==> src/rtl/fp_mul_arbiter.sv <==
// Round-robin arbiter that shares one single-precision multiplier among four requesters.
// One operation is in flight at a time: grant, compute, then hold the result until it is taken.
module fp_mul_arbiter #(
    parameter int NREQ  = 4,
    parameter int CNT_W = 16
) (
    input  logic                 clk,
    input  logic                 rst_n,
    input  logic [NREQ-1:0]      req_valid,
    input  logic [32*NREQ-1:0]   req_a,
    input  logic [32*NREQ-1:0]   req_b,
    output logic [NREQ-1:0]      req_ready,
    output logic                 rsp_valid,
    output logic [1:0]           rsp_id,
    output logic [31:0]          rsp_result,
    input  logic                 rsp_ready,
    output logic                 busy,
    output logic [CNT_W-1:0]     ops_done
);

    // state  | meaning
    // S_IDLE | waiting for a request; round-robin grant is offered
    // S_CALC | operands latched; product lands in the result register
    // S_HOLD | result presented until the consumer accepts it
    typedef enum logic [1:0] {
        S_IDLE = 2'd0,
        S_CALC = 2'd1,
        S_HOLD = 2'd2
    } state_t;

    state_t state, state_nxt;

    logic [1:0]       rr_ptr;
    logic [31:0]      op_a;
    logic [31:0]      op_b;
    logic [1:0]       op_id;
    logic [31:0]      result_q;

    logic [1:0]       scan_idx;
    logic [1:0]       grant_id;
    logic             grant_hit;
    logic [NREQ-1:0]  grant;
    logic             accept;

    // First valid requester at or after rr_ptr, wrapping 3 -> 0.
    always_comb begin
        grant_hit = 1'b0;
        grant_id  = 2'd0;
        scan_idx  = 2'd0;
        for (int k = 0; k < NREQ; k++) begin
            scan_idx = rr_ptr + k[1:0];
            if (!grant_hit && req_valid[scan_idx]) begin
                grant_hit = 1'b1;
                grant_id  = scan_idx;
            end
        end
        grant = grant_hit ? (NREQ'(1) << grant_id) : '0;
    end

    assign accept = (state == S_IDLE) && grant_hit;

    // Multiplier datapath on the latched operands
    logic         sgn;
    logic [7:0]   ea, eb;
    logic [22:0]  fa, fb;
    logic [47:0]  ma, mb, prod;
    logic signed [9:0] exp_raw, exp_norm;
    logic [22:0]  mant;
    logic [31:0]  mul_result;
    logic         unused_prod_bits;

    always_comb begin
        sgn      = op_a[31] ^ op_b[31];
        ea       = op_a[30:23];
        eb       = op_b[30:23];
        fa       = op_a[22:0];
        fb       = op_b[22:0];
        ma       = {24'd0, 1'b1, fa};
        mb       = {24'd0, 1'b1, fb};
        prod     = ma * mb;
        exp_raw  = $signed({2'b00, ea}) + $signed({2'b00, eb}) - 10'sd127;
        exp_norm = prod[47] ? (exp_raw + 10'sd1) : exp_raw;
        mant     = prod[47] ? prod[46:24] : prod[45:23];

        if ((ea == 8'hFF && fa != 23'd0) || (eb == 8'hFF && fb != 23'd0)) begin
            mul_result = 32'h7FC0_0000;
        end else if (ea == 8'hFF || eb == 8'hFF) begin
            mul_result = {sgn, 8'hFF, 23'd0};
        end else if (ea == 8'h00 || eb == 8'h00) begin
            mul_result = 32'h0000_0000;
        end else if (exp_norm < 10'sd1) begin
            mul_result = 32'h0000_0000;
        end else if (exp_norm > 10'sd254) begin
            mul_result = {sgn, 8'hFF, 23'd0};
        end else begin
            mul_result = {sgn, exp_norm[7:0], mant};
        end
    end

    // Truncation discards the low product bits by design.
    assign unused_prod_bits = ^prod[22:0];

    always_ff @(posedge clk) begin
        if (!rst_n) begin
            state <= S_IDLE;
        end else begin
            state <= state_nxt;
        end
    end

    always_comb begin
        state_nxt = state;
        case (state)
            S_IDLE:  if (grant_hit) state_nxt = S_CALC;
            S_CALC:  state_nxt = S_HOLD;
            S_HOLD:  if (rsp_ready) state_nxt = S_IDLE;
            default: state_nxt = S_IDLE;
        endcase
    end

    always_ff @(posedge clk) begin
        if (!rst_n) begin
            rr_ptr   <= 2'd0;
            op_a     <= 32'd0;
            op_b     <= 32'd0;
            op_id    <= 2'd0;
            result_q <= 32'd0;
            ops_done <= '0;
        end else begin
            if (accept) begin
                op_a   <= req_a[{grant_id, 5'b0} +: 32];
                op_b   <= req_b[{grant_id, 5'b0} +: 32];
                op_id  <= grant_id;
                rr_ptr <= grant_id + 2'd1;
            end
            if (state == S_CALC) begin
                result_q <= mul_result;
            end
            if (state == S_HOLD && rsp_ready) begin
                ops_done <= ops_done + CNT_W'(1);
            end
        end
    end

    // Outputs are forced quiet whenever reset is asserted, even before the first reset edge.
    always_comb begin
        req_ready  = '0;
        rsp_valid  = 1'b0;
        rsp_id     = 2'd0;
        rsp_result = 32'd0;
        busy       = 1'b0;
        if (rst_n) begin
            req_ready  = (state == S_IDLE) ? grant : '0;
            rsp_valid  = (state == S_HOLD);
            rsp_id     = op_id;
            rsp_result = result_q;
            busy       = (state != S_IDLE);
        end
    end

endmodule
==> config.mk <==
export PLATFORM = sky130hd
export DESIGN_NAME = fp_mul_arbiter
export DESIGN_NICKNAME = d
export VERILOG_FILES = /design/src/rtl/fp_mul_arbiter.sv
export SDC_FILE = /design/constraint.sdc
export NUM_CORES = 2
export LEC_CHECK = 0
export CAP_MARGIN = 0
export CORE_ASPECT_RATIO = 1.4
export CORE_MARGIN = 5
export CORE_UTILIZATION = 60
export CTS_BUF_LIST = sky130_fd_sc_hd__clkbuf_8
export CTS_CLUSTER_SIZE = 28
export DETAILED_ROUTE_END_ITERATION = 12
export PLACE_DENSITY = 0.81
export SETUP_SLACK_MARGIN = 0.5
export SLEW_MARGIN = 20
export SYNTH_ARGS = -nofsm -noshare
export SYNTH_HDL_FRONTEND = slang
export SYNTH_SLANG_ARGS = --single-unit
==> constraint.sdc <==
create_clock -name clk -period 9 [get_ports clk]
set_input_delay 1.8 -clock clk [delete_from_list [all_inputs] [get_ports clk]]
set_output_delay 1.8 -clock clk [all_outputs]
set_load 0.01 [all_outputs]
---- After elaboration in Yosys (flattened, before gate mapping) ----
Cells that the tools add are included.
word-level totals
  bits of input ports ..................... 263
  word-level logic and storage cells ...... 85
  register bits ........................... 118
cells by class
  eq/ne operators ......................... 6
  multiply operators ...................... 1
  magnitude comparators ................... 6
  bitwise gates (word level) .............. 1
  shift-type cells ........................ 3
  reduce and logical (&&, ||, !) cells .... 20
  mux-type cells .......................... 33
  add/subtract/negate cells ............... 8
operator list
  operator                 number
  $shiftx A128 B8 Y32      2
  $mux W32                 5
  $mul A24 B24 Y48         1
  $reduce_bool A23 Y1      2
  $mux W31                 1
  $mux W23                 1
  $add A16 B1 Y16 const B  1
  $eq A8 B8 Y1 const B     2
  $logic_not A8 Y1         2
  $mux W2                  7
  $lt A2 B3 Y1 const B     4
  $mux W4                  3
  $add A10 B2 Y10 const B  1
  $gt A10 B9 Y1 const B    1
  $lt A10 B2 Y1 const B    1
  $mux W1                  10
  $mux W10                 1
  $sub A9 B7 Y10 const B   1
  $add A8 B8 Y9            1
  $bmux W1 S2              4
  $logic_and A1 B1 Y1      7
  $pmux W2 S3              1
  $add A2 B1 Y2 const B    2
  $add A2 B2 Y2 const B    2
  other kinds (10)         15

---- Logic depth before layout (Yosys ltp) ----
  word-level depth ........................ 16
  mapped depth ............................ 31
  mapped depth without buffers ............ 27

---- Worst setup path after synthesis ----
OpenSTA, ideal clock, no wires.
  path kind ............................... register to register
  from .................................... register op_b[4]
  to ...................................... register result_q[4]
  buffers on the path ..................... 4
  setup slack ............................. 1.342 ns
  data required time ...................... 8.932 ns
  stages on the path, launching flop included .. 29
  data arrival time ....................... 7.590 ns
  cells stage by stage .................... dfxtp_1 -> clkbuf_1 -> clkbuf_1 -> nand2_1 -> fa_1 -> inv_1 -> fa_1 -> fa_1 -> inv_1 -> fa_1 -> inv_1 -> fa_1 -> fa_1 -> inv_1 -> fa_1 -> inv_1 -> ha_1 -> buf_2 -> nand4_2 -> or3_1 -> nor4_2 -> nor4_4 -> xor2_1 -> o211a_1 -> o2111ai_2 -> nand3_2 -> or4_4 -> buf_6 -> o21ai_2
on the way
  longest elaborated chain between the ends .. 8
  elaborated cells between the ends (all ways) .. 13
  those cells by class .................... 1 x mul; 2 x order compare; 7 x mux; 3 x reduce/logical
ends and longest elaborated chain
  item                      RTL line  RTL
  start: declaration        35        logic [31:0] op_b;
  start signal: assignment  132       op_b <= req_b[{grant_id, 5'b0} +: 32];
  $mul A24 B24 Y48          80        prod = ma * mb;
  $mux W10                  82        exp_norm = prod[47] ? (exp_raw + 10'sd1) : exp_raw;
  $gt A10 B9 Y1             93        end else if (exp_norm > 10'sd254) begin
  $mux W31                  93
  $mux W32                  91        end else if (exp_norm < 10'sd1) begin
  $mux W32                  89        end else if (ea == 8'h00 || eb == 8'h00) begin
  $mux W32                  87        end else if (ea == 8'hFF || eb == 8'hFF) begin
  $mux W32 (*)              85        if ((ea == 8'hFF && fa != 23'd0) || (eb == 8'hFF && fb != 23'd0)) begin
  end signal: assignment    137       result_q <= mul_result;
  end: declaration          37        logic [31:0] result_q;
Mark *: on every way between the ends. The rest lies on a longest branch, timed or not.
A chain may end at the register's enable or synchronous reset.

---- Worst setup path after layout ----
  from .................................... register op_b[2]
  to ...................................... register result_q[0]
The elaborated chain is that of the path after synthesis.

==> impl_metrics.yaml <==
outcome:
  status: "finished, final reports clean"
pwr:
  powerDensity_nw_per_um2: 244
  vdd_ir_drop_max_uv: 262
  p_leak_nw: 14.6
global_routing:
  gr-usage-all-layers: 0.376
  antenna_found_initial: 2
  grt.overflow.total: 0
  grt_pass1_vias: 25956
  grt_pass1_wl_mm: 141
  grt_max_degree: 89
setup_path:
  path_class: "reg -> reg"
  required_ns: 9.42
  critPathMaxFanout: 18
  end_kind: "flip-flop"
  critPathArrivalTime_ns: 8.75
  cp-start-kind: "flip-flop"
synthesis:
  netlist_top_cells_count: "inv_1, nand2_1, fa_1, and2_1, ha_1"
  synth-seq-cells: 118
  synth_flop_cell: "dfxtp_1"
  synth_area_leader_cell: "fa_1"
  postSynth.asyncResetShare: 0
  synthCells: 3121
  synthesis.area_um2: 26100
  yosysSeqAreaShare: 0.0904
  ys_types: 72
  postSynthAreaPerCell_um2: 8.38
  synth_top_area_frac: 0.369
  synthTopCellsByArea: "fa_1, ha_1, dfxtp_1"
  synth_fp_nets: 4056
  ys_warn_count: 0
  synth_edf_count: 0
  yosysMostFrequentCell: "inv_1"
timing:
  tightest_slew_ns: 1.10
  drv_slew: 0
  grt_setup_unrepaired: "yes"
  fin_crit_ns: 8.33
  fmax_mhz: 120
  finalSetupTns_ns: 0
  finalHoldViolations: 0
  setup_viol: 0
  post-route-period-util: 0.925
  hold_slack_ns: 0.470
  finalClockSkew_ns: 0.0210
  slew_headroom: 0.267
route:
  drt-total-wl_mm: 89.9
  viasPerCell: 5.97
  detailedRoute.firstIterationViolations: 1674
  drc: 0
  num_vias: 23533
  firstDrtPassIters: 5
  antenna_left: 0
  wl_per_cell_um: 22.8
floorplan:
  ios: 319
  rows: 90
  dieArea_um2: 47900
  die_w_um: 186
  core_um2: 43100
  die_height_um: 257
  start_util: 0.606
placement:
  hpwl_mm: 73.9
  port_buffers: 318
  finalWeightedCongestion: 0.994
finish:
  final_net_count: 4313
  fillers: 3354
  area_delta_synth_final_pct: 17.6
  drive_gt1_frac: 0.0634
job:
  maxCapViolCount: 0
clock_tree:
  cts_max_path_buffers: 2
  cts_tree: "done"
  clock_sinks: 118
  cts_root_buf: "clkbuf_8"
  insertion_delay_ns: 0.50
  cts.hold.buffers_added: 0
  numCtsBuffers: 17
  clkTransAtPathRegs_ns: 0.08
  cts_max_level: 4
worst_hold_path:
  hp-class: "reg -> reg"
-- what timing repair did --
action / in CTS / in global routing
buffers inserted: 0 / 5
gates resized for setup: 13 / 57
pin swaps: 0 / 2
setup endpoints to repair: 31 / 32
gates cloned: 0 / 1
endpoints found under the hold margin: 0 / 0
-- stage by stage --
stage | util | area (um2) | worst slack (ns) | total power [mW] | instances
2_1_floorplan | - | 26100 | 1.34 | 4.80 | 3121
3_3_place_gp | 0.698 | 30100 | 0.364 | 6.59 | 3905
3_5_place_dp | 0.698 | 30100 | 0.277 | 6.77 | 3905
4_1_cts | 0.708 | 30600 | 0.507 | 7.39 | 3937
5_1_grt | 0.712 | 30700 | 0.424 | 8.14 | 3944
6_report | 0.713 | 30700 | 0.672 | 7.51 | 3945
-- report_power, final --
group	switching [mW]	internal (mW)	total, mW	leakage (nW)
Combinational	3.74	2.33	6.08	13.4
Sequential	0.245	0.604	0.849	0.984
Clock	0.275	0.310	0.585	0.226
Total	4.26	3.25	7.51	14.6
-- registers in the layout, indices dropped and copies added, names as in the netlist --
register  count
op_b         32
rr_ptr        2
ops_done     16
result_q     32
op_id         2
state         2
op_a         32
-- cell usage in the layout, fill, tap and decap left out, types with 19 or more instances in the layout --
cell type and count:
inv_1 577, nand2_1 533, fa_1 481, clkdlybuf4s50_1 317, and2_1 273, ha_1 188, o21ai_0 101, mux2i_1 92
a21oi_1 89, buf_4 88, dfxtp_1 81, nor2_1 77, xnor2_1 40, and3_1 35, nor2b_1 32, a311oi_1 27
nand3_1 24, o21ai_2 20, nor3_1 19, dfxtp_2 19
-- routing by layer --
| layer | global-route usage | vias to the layer above | part of all wire |
|---|---|---|---|
| li1 | - | 10174 | - |
| met1 | 0.399 | 11648 | 0.33 |
| met2 | 0.660 | 1230 | 0.51 |
| met3 | 0.0656 | 477 | 0.069 |
| met4 | 0.288 | 4 | 0.097 |
| met5 | 0 | - | 0.00031 |
-- area by class of cell --
| class | instances | area [um2] | share of cell area |
|---|---|---|---|
| multi-input combinational | 2245 | 21000 | 0.683 |
| timing repair buffer | 412 | 3950 | 0.128 |
| sequential | 118 | 2450 | 0.0798 |
| inverter | 584 | 2210 | 0.0718 |
| tap | 552 | 691 | 0.0225 |
| clock buffer | 17 | 234 | 0.00761 |
| clock inverter | 15 | 216 | 0.00704 |
| antenna | 2 | 5.00 | 0.000163 |
-- cells by family (layout without fill, tap and decap cells) --
group | Yosys count | count (layout) | share of synthesized area
and+or+nand+nor | 1070 | 1071 | 0.198
buffers and inverters | 759 | 1028 | 0.110
adders and majority gates | 672 | 672 | 0.460
AOI/OAI and AO/OA | 352 | 352 | 0.0867
DFF | 118 | 118 | 0.0904
muxes | 92 | 92 | 0.0352
xor gates and xnor gates | 58 | 58 | 0.0194
other | 0 | 2 | 0
-- worst paths after layout --
kind | startpoint | endpoint | slack [ns] | cells past startpoint
setup / recovery | op_b[2]$_SDFFE_PN0P_ | result_q[0]$_SDFFE_PN0N_ | 0.67 | 27
hold / removal | op_id[0]$_SDFFE_PN0P_ | op_id[0]$_SDFFE_PN0P_ | 0.47 | 2
setup reg to reg | op_b[2]$_SDFFE_PN0P_ | result_q[0]$_SDFFE_PN0N_ | 0.67 | 27
hold reg to reg | op_id[0]$_SDFFE_PN0P_ | op_id[0]$_SDFFE_PN0P_ | 0.47 | 2
-- critical path: stages, from the launching register on --
cell and delay, ns:
dfxtp_2 0.62, and2_1 0.21, fa_1 0.44, fa_1 0.55, inv_1 0.06, fa_1 0.53, inv_1 0.06, fa_1 0.50
inv_1 0.05, fa_1 0.54, inv_1 0.05, fa_1 0.47, inv_1 0.05, fa_1 0.55, inv_1 0.07, ha_1 0.32
a21oi_1 0.29, o221ai_1 0.32, o21ai_1 0.31, a31oi_2 0.16, nor4_4 0.22, buf_4 0.20, xor2_4 0.13, o211a_1 0.31
o2111ai_2 0.20, nand3_2 0.13, or4_4 0.71, o21ai_0 0.19
Power figures use the tool's default switching activity.
